`config.mk`:
```
export PLATFORM = sky130hd
export DESIGN_NAME = btn_repeat_conditioner_flat
export DESIGN_NICKNAME = d
export VERILOG_FILES = /design/src/rtl/btn_cond_pkg.sv /design/src/rtl/btn_repeat_conditioner_if.sv /design/src/rtl/btn_debounce.sv /design/src/rtl/btn_repeat_conditioner.sv /design/src/flat_wrapper.sv
export SDC_FILE = /design/constraint.sdc
export NUM_CORES = 1
export LEC_CHECK = 0
export CORE_MARGIN = 2
export CORE_UTILIZATION = 23
export DETAILED_ROUTE_END_ITERATION = 16
export RECOVER_POWER = 50
export SYNTH_ARGS = -nofsm -noshare
export SYNTH_HDL_FRONTEND = slang
export SYNTH_SLANG_ARGS = --single-unit
```
`constraint.sdc`:
```
create_clock -name clk -period 2 [get_ports clk]
set_input_delay 0.4 -clock clk [delete_from_list [all_inputs] [get_ports clk]]
set_output_delay 0.4 -clock clk [all_outputs]
set_load 0.05 [all_outputs]
```
`src/rtl/btn_cond_pkg.sv`:
```
// Shared types and constants for the push-button conditioner.
//   btn_state_t : hold-to-repeat FSM state encoding
//   DEF_*       : cycle counts for a 50 MHz clock (10 ms / 500 ms / 100 ms)
//   cnt_width() : counter width that holds the largest of three cycle counts
package btn_cond_pkg;

    typedef enum logic [1:0] {
        S_IDLE   = 2'd0,  // button released
        S_DELAY  = 2'd1,  // held, waiting for the first auto-repeat
        S_REPEAT = 2'd2   // held, periodic auto-repeat
    } btn_state_t;

    localparam int DEF_DEBOUNCE_CYCLES     = 500_000;
    localparam int DEF_REPEAT_DELAY_CYCLES = 25_000_000;
    localparam int DEF_REPEAT_RATE_CYCLES  = 5_000_000;

    // One spare bit above the largest count keeps the terminal compare
    // well clear of wrap-around.
    function automatic int cnt_width(int a, int b, int c);
        int m;
        m = a;
        if (b > m) m = b;
        if (c > m) m = c;
        return $clog2(m) + 1;
    endfunction

endpackage

```
`src/rtl/btn_repeat_conditioner_if.sv`:
```
// Signal bundle between a raw button pin and its conditioner.
//   btn_raw       : raw button level, 1 = pressed (asynchronous)
//   repeat_en     : 1 = auto-repeat allowed while held
//   btn_level     : debounced level
//   press_pulse   : one-cycle pulse on accepted press
//   release_pulse : one-cycle pulse on accepted release
//   inc_pulse     : press or auto-repeat increment pulse
//   held_long     : 1 while in the auto-repeat phase
// master = the side that drives the button (pins / bench),
// slave  = the conditioner.
interface btn_repeat_conditioner_if;
    logic btn_raw;
    logic repeat_en;
    logic btn_level;
    logic press_pulse;
    logic release_pulse;
    logic inc_pulse;
    logic held_long;

    modport master (
        output btn_raw, repeat_en,
        input  btn_level, press_pulse, release_pulse, inc_pulse, held_long
    );

    modport slave (
        input  btn_raw, repeat_en,
        output btn_level, press_pulse, release_pulse, inc_pulse, held_long
    );
endinterface

```
`src/rtl/btn_debounce.sv`:
```
// Two-flop synchroniser plus debounce counter.
//   clk, reset   : system clock, synchronous active-high reset
//   btn_raw      : asynchronous raw button level
//   btn_level    : debounced level (registered)
//   level_toggle : combinational, 1 in the cycle whose clock edge flips
//                  btn_level; lets the parent register its edge pulses
//                  on the same edge as the level itself
module btn_debounce #(
    parameter int DEBOUNCE_CYCLES = btn_cond_pkg::DEF_DEBOUNCE_CYCLES,
    parameter int CNT_W           = 20
) (
    input  logic clk,
    input  logic reset,
    input  logic btn_raw,
    output logic btn_level,
    output logic level_toggle
);

    logic             sync_d;
    logic             sync_q;
    logic [CNT_W-1:0] db_cnt;
    logic             differ;

    // NOTE: sequential state uses non-blocking assignments so every flop
    // samples the pre-edge value of its neighbours (the synchroniser
    // chain depends on this).
    always_ff @(posedge clk) begin
        if (reset) begin
            sync_d <= 1'b0;
            sync_q <= 1'b0;
        end else begin
            sync_d <= btn_raw;
            sync_q <= sync_d;
        end
    end

    assign differ       = (sync_q != btn_level);
    assign level_toggle = differ && (db_cnt == CNT_W'(DEBOUNCE_CYCLES - 1));

    // The counter measures how long sync_q has disagreed with the accepted
    // level; any agreeing cycle throws the partial count away.
    always_ff @(posedge clk) begin
        if (reset) begin
            db_cnt    <= '0;
            btn_level <= 1'b0;
        end else if (level_toggle) begin
            db_cnt    <= '0;
            btn_level <= ~btn_level;
        end else if (differ) begin
            db_cnt    <= db_cnt + 1'b1;
        end else begin
            db_cnt    <= '0;
        end
    end

endmodule

```
`src/rtl/btn_repeat_conditioner.sv`:
```
// Push-button conditioner: debounce, press/release pulses and
// hold-to-repeat increment pulses.
//   clk, reset : system clock, synchronous active-high reset
//   bus        : slave side of btn_repeat_conditioner_if
//                (btn_raw, repeat_en in; btn_level, press_pulse,
//                 release_pulse, inc_pulse, held_long out)
// All pulse outputs are registered and land on the same edge as the
// btn_level change (or the repeat counter expiry) that causes them.
module btn_repeat_conditioner
    import btn_cond_pkg::*;
#(
    parameter int DEBOUNCE_CYCLES     = DEF_DEBOUNCE_CYCLES,
    parameter int REPEAT_DELAY_CYCLES = DEF_REPEAT_DELAY_CYCLES,
    parameter int REPEAT_RATE_CYCLES  = DEF_REPEAT_RATE_CYCLES
) (
    input  logic                     clk,
    input  logic                     reset,
    btn_repeat_conditioner_if.slave  bus
);

    localparam int CNT_W = cnt_width(DEBOUNCE_CYCLES, REPEAT_DELAY_CYCLES,
                                     REPEAT_RATE_CYCLES);

    logic             level;
    logic             level_toggle;
    logic             rise;
    logic             fall;

    btn_state_t       state, state_nxt;
    logic [CNT_W-1:0] rpt_cnt, rpt_cnt_nxt;
    logic             delay_done;
    logic             rate_done;

    logic             press_q, release_q, inc_q, held_q;
    logic             press_nxt, release_nxt, inc_nxt, held_nxt;

    btn_debounce #(
        .DEBOUNCE_CYCLES (DEBOUNCE_CYCLES),
        .CNT_W           (CNT_W)
    ) u_debounce (
        .clk          (clk),
        .reset        (reset),
        .btn_raw      (bus.btn_raw),
        .btn_level    (level),
        .level_toggle (level_toggle)
    );

    // Edges of the debounced level, known one cycle before btn_level shows them.
    assign rise       = level_toggle && !level;
    assign fall       = level_toggle &&  level;
    assign delay_done = (rpt_cnt == CNT_W'(REPEAT_DELAY_CYCLES - 1));
    assign rate_done  = (rpt_cnt == CNT_W'(REPEAT_RATE_CYCLES - 1));

    // State register, repeat counter and registered outputs.
    always_ff @(posedge clk) begin
        if (reset) begin
            state     <= S_IDLE;
            rpt_cnt   <= '0;
            press_q   <= 1'b0;
            release_q <= 1'b0;
            inc_q     <= 1'b0;
            held_q    <= 1'b0;
        end else begin
            state     <= state_nxt;
            rpt_cnt   <= rpt_cnt_nxt;
            press_q   <= press_nxt;
            release_q <= release_nxt;
            inc_q     <= inc_nxt;
            held_q    <= held_nxt;
        end
    end

    // Next state. Release wins over everything; a low repeat_en parks the
    // FSM in S_DELAY with a zero count so re-enabling restarts the delay.
    always_comb begin
        // NOTE: defaults first so every path assigns every output and no
        // latch is inferred.
        state_nxt   = state;
        rpt_cnt_nxt = rpt_cnt;
        unique case (state)
            S_IDLE: begin
                if (rise) begin
                    state_nxt   = S_DELAY;
                    rpt_cnt_nxt = '0;
                end
            end
            S_DELAY: begin
                if (fall) begin
                    state_nxt   = S_IDLE;
                    rpt_cnt_nxt = '0;
                end else if (!bus.repeat_en) begin
                    rpt_cnt_nxt = '0;
                end else if (delay_done) begin
                    state_nxt   = S_REPEAT;
                    rpt_cnt_nxt = '0;
                end else begin
                    rpt_cnt_nxt = rpt_cnt + 1'b1;
                end
            end
            S_REPEAT: begin
                if (fall) begin
                    state_nxt   = S_IDLE;
                    rpt_cnt_nxt = '0;
                end else if (!bus.repeat_en) begin
                    state_nxt   = S_DELAY;
                    rpt_cnt_nxt = '0;
                end else if (rate_done) begin
                    rpt_cnt_nxt = '0;
                end else begin
                    rpt_cnt_nxt = rpt_cnt + 1'b1;
                end
            end
            default: begin
                state_nxt   = S_IDLE;
                rpt_cnt_nxt = '0;
            end
        endcase
    end

    // Next values of the registered outputs.
    always_comb begin
        press_nxt   = rise;
        release_nxt = fall;
        inc_nxt     = 1'b0;
        held_nxt    = 1'b0;
        unique case (state)
            S_IDLE: begin
                inc_nxt = rise;
            end
            S_DELAY: begin
                if (!fall && bus.repeat_en && delay_done) begin
                    inc_nxt  = 1'b1;
                    held_nxt = 1'b1;
                end
            end
            S_REPEAT: begin
                if (!fall && bus.repeat_en) begin
                    held_nxt = 1'b1;
                    inc_nxt  = rate_done;
                end
            end
            default: begin
                inc_nxt  = 1'b0;
                held_nxt = 1'b0;
            end
        endcase
    end

    assign bus.btn_level     = level;
    assign bus.press_pulse   = press_q;
    assign bus.release_pulse = release_q;
    assign bus.inc_pulse     = inc_q;
    assign bus.held_long     = held_q;

endmodule

```
`src/flat_wrapper.sv`:
```
// flat-port wrapper written by rule: the top's interface ports become plain ports
module btn_repeat_conditioner_flat import btn_cond_pkg::*;
#(
    parameter int DEBOUNCE_CYCLES     = DEF_DEBOUNCE_CYCLES,
    parameter int REPEAT_DELAY_CYCLES = DEF_REPEAT_DELAY_CYCLES,
    parameter int REPEAT_RATE_CYCLES  = DEF_REPEAT_RATE_CYCLES
)
  (clk, reset, bus_btn_raw, bus_repeat_en, bus_btn_level, bus_press_pulse, bus_release_pulse, bus_inc_pulse, bus_held_long);
  btn_repeat_conditioner_if bus_i ();
  input  logic clk;
  input  logic reset;
  input wire logic [$bits(bus_i.btn_raw)-1:0] bus_btn_raw;
  input wire logic [$bits(bus_i.repeat_en)-1:0] bus_repeat_en;
  output wire logic [$bits(bus_i.btn_level)-1:0] bus_btn_level;
  output wire logic [$bits(bus_i.press_pulse)-1:0] bus_press_pulse;
  output wire logic [$bits(bus_i.release_pulse)-1:0] bus_release_pulse;
  output wire logic [$bits(bus_i.inc_pulse)-1:0] bus_inc_pulse;
  output wire logic [$bits(bus_i.held_long)-1:0] bus_held_long;
  assign bus_i.btn_raw = bus_btn_raw;
  assign bus_i.repeat_en = bus_repeat_en;
  assign bus_btn_level = bus_i.btn_level;
  assign bus_press_pulse = bus_i.press_pulse;
  assign bus_release_pulse = bus_i.release_pulse;
  assign bus_inc_pulse = bus_i.inc_pulse;
  assign bus_held_long = bus_i.held_long;
  btn_repeat_conditioner #(.DEBOUNCE_CYCLES(DEBOUNCE_CYCLES), .REPEAT_DELAY_CYCLES(REPEAT_DELAY_CYCLES), .REPEAT_RATE_CYCLES(REPEAT_RATE_CYCLES)) u_core (.clk(clk), .reset(reset), .bus(bus_i));
endmodule
```
==> impl_results.md, run 1 <==
- Status: complete, but fails checks
- Failing checks: setup timing
- CP endpoint kind: flip-flop
- Final setup margin: -0.261 ns
- Fraction of registers with async set/reset: 0
- FILL cells: 1288
- Synth Cell Area: 3050 um^2
- Total track usage: 0.120
- Syn_nets: about 370
- Area delta synth->final: 50.7%
- Vias per inst: 4.68
- Post-Layout Cell Count: 653
- Crit-path max FO: 6
- Mapped Cells: between 300 and 400
- Critical Path AT: approximately 2.5 ns
- Latest clock arrival within the worst-skew pair: roughly 0.34 ns
- Post-route ant nets: 0
- Floorplan Core Area: between 10000 and 15000 um^2
- CTS tree: yes
- RSZ-0062 raised after global routing: true
- Switching Share: 0.218
- Clock Sinks: 61
- Row cnt: 42
- Placed insts: about 630
- Die W: between 100 and 150 um
- CTS max path bufs: 2
- Crit share post-route: 1.13
- Clock network fraction of total power: 0.531
- Ys Warns: 0
- Synth Flop Type: dfxtp_1
- Setup_tns: -5.04 ns
- Inserted Diodes: 0
- Die footprint: between 10000 and 15000 um^2
- Iteration-0 DRC Markers: just over 200
- Worst VDD drop: 0.288 mV
- Combinational share of power: 0.067
- # DRC: 0
- Post-synth cell types: slightly below 50
- Slew @ Worst Pin: 0.595 ns
- Sequential element share of the synthesized area: 0.401
- H-tree depth: 3
- CP required: about 2.2 ns
- Number of enable flip-flop cells after synthesis: 0
- Die height: 119 um
- Final setup viols: 27
- Slew Limit Fails: 0
- Worst-path clk slew: about 0.05 ns
- Final min period: roughly 2.3 ns
- Drt wl/cell: 13.1 um
- Clock Skews: between 0.007 and 0.008 ns
- HP Class: reg -> reg
- Initial antenna violation count: 0
- DRT Wirelength: between 8 and 9 mm
- PortBufs: 8
- Initial Util: 0.233
- Maxcap violations: 0
- Max transition margin: 0.605
- Seq cells post-synth: approximately 60
- Worst Setup Start Kind: flip-flop
- Dpl hpwl: about 6 mm
- Power density over the cells: ~660 nW/um^2
- Final hold vios: 0
- Switch Pwr: ~660 uW
- Placed instance area: approximately 4100 um^2
- Register share of total power: 0.402
- Vias: roughly 3000
- CTS Buf Count: 9
- IO Count: 9
- Avg Cell Area, Syn: between 8 and 9 um^2
- Worst Setup Path Type: reg -> reg
- Fmax: 442 MHz
- Grt ovf: 0
- P_int: about 2400 uW
- Layout cells sized above 1: 0.340
- First-pass GRT wire length: between 10 and 15 mm
- Final net count: slightly below 500
- Root Buffer: clkbuf_16
- Fin area: 4590 um^2
- Total power: about 3000 uW
- Placer Congestion: around 0.9
- Total iterations of the first detailed-routing run: 5
- Vias in the first global route: 3016
- Worst hold slack: between 0.4 and 0.5 ns
- Leakage: approximately 0.0018 uW
- Pin count of the biggest net entering global routing: 27
## logic make-up (layout without fill, tap and decap cells)
logic type | count (synthesis) | in the layout | share of synthesized area
AND/OR/NAND/NOR | 186 | 186 | 0.332
adder cells (fa/ha/maj) | 6 | 6 | 0.0247
XOR/XNOR | 27 | 27 | 0.0777
flip-flops | 61 | 61 | 0.401
AO/OA/AOI/OAI | 60 | 60 | 0.133
buffers and inverters | 20 | 136 | 0.0275
multiplexers | 1 | 1 | 0.00370
## synthesized netlist by cell type, types with 2 or more instances
cell      number  area (um^2)
o22ai_1        2         12.5
or2_2          5         31.3
and2_1         4         25.0
clkbuf_1       7         26.3
nor2b_1        8         50.1
o21ai_0       14         70.1
or4_1          2         15.0
a21boi_1       2         15.0
inv_1          8         30.0
dfxtp_1       61         1220
nor3_1         8         40.0
nor2_1        50          188
nand4_1       16          100
a31oi_1        7         43.8
and3_1        12         75.1
a21oi_1       11         55.1
nor4_1         4         25.0
a21o_1         5         37.5
nand2b_1       2         12.5
and4_1         7         61.3
xnor2_1       14          123
nand3b_1       2         15.0
buf_2          4         20.0
or3_1          9         56.3
o211ai_1       3         22.5
nand3_1       13         65.1
nor4b_1        5         43.8
ha_1           6         75.1
xor2_1        13          114
nand2_1       31          116
a22o_1         8         70.1
## worst max-delay path, stage by stage (launching register included)
cell,delay (ns)
dfxtp_1,0.31
or4b_4,0.57
nor4_4,0.34
a21boi_2,0.15
o2111a_2,0.37
and3_1,0.17
a221o_1,0.25
## final cells by class
cell class,count,area (um^2),share of cell area
Clock inverter,3,42.5,0.00927
Tap cell,176,220,0.0480
Multi-Input combinational cell,280,1900,0.415
Clock buffer,13,270,0.0589
Inverter,8,30.0,0.00654
Timing Repair Buffer,112,892,0.194
Sequential cell,61,1230,0.268
## worst paths after layout
kind / startpoint / end / slack [ns] / cells past startpoint
max: u_core.rpt_cnt[25] / u_core.rpt_cnt[16] / -0.26 / 6
min reg2reg: u_core.u_debounce.sync_d / u_core.u_debounce.sync_q / 0.45 / 1
min: u_core.u_debounce.sync_d / u_core.u_debounce.sync_q / 0.45 / 1
max reg2reg: u_core.rpt_cnt[25] / u_core.rpt_cnt[16] / -0.26 / 6
## flip-flops by register name, indices dropped and copies added (netlist names)
signal,cells
u_core.rpt_cnt,26
u_core.u_debounce.db_cnt,26
u_core.state,2
u_core.bus.held_long,1
u_core.bus.inc_pulse,1
u_core.bus.press_pulse,1
u_core.bus.release_pulse,1
u_core.u_debounce.btn_level,1
u_core.u_debounce.sync_d,1
u_core.u_debounce.sync_q,1
## layer usage
layer  vias to the layer above  part of all wire  wire (um)  global-route usage
li1                       1531                 -          -                   -
met1                      1452              0.46       3920               0.145
met2                        62              0.48       4110               0.203
met3                        12             0.039        335              0.0263
met4                         0             0.020        167              0.0558
met5                         -                 0          0                   0
## what timing repair did
action                     in CTS  in global routing
setup endpoints to repair      29                 55
gates cloned                    0                  2
hold buffers                    0                  0
buffers inserted                5                  5
gates resized for setup        19                 21
pin swaps                      10                 14
## through the flow
step	setup slack [ns]	util
global placement	-0.193	0.310
global route	-0.324	0.351
CTS	-0.235	0.342
floorplan	-0.106	-
detailed placement	-0.235	0.310
finish	-0.261	0.351
## cell usage in the layout (no fill, tap or decap), types with 10 or more instances in the layout
master,netlist,routed
and3_1,12,12
dfxtp_1,61,56
nand2_1,31,30
nor2_1,50,46
xor2_1,13,13
nand3_1,13,12
xnor2_1,14,14
clkbuf_16,0,10
buf_4,1,95
nand4_1,16,16
## power by group through the flow
stage	sequential (uW)	clock [uW]	combinational (uW)
floorplan	1250	0	78.6
global placement	1250	0	169
detailed placement	1250	0	171
CTS	1220	1640	182
global route	1220	1680	219
finish	1220	1620	204
(Power assumes the default switching activity.)
==> inputs of run 2 (changes only) <==
--- a/config.mk
+++ b/config.mk
@@ -7,6 +7,7 @@
 export LEC_CHECK = 0
 export CORE_MARGIN = 2
 export CORE_UTILIZATION = 23
+export CTS_CLUSTER_DIAMETER = 60
 export DETAILED_ROUTE_END_ITERATION = 16
 export RECOVER_POWER = 50
 export SYNTH_ARGS = -nofsm -noshare
==> results of run 2 <==
Final layout, timing and power as in run 1 (identical DEF).
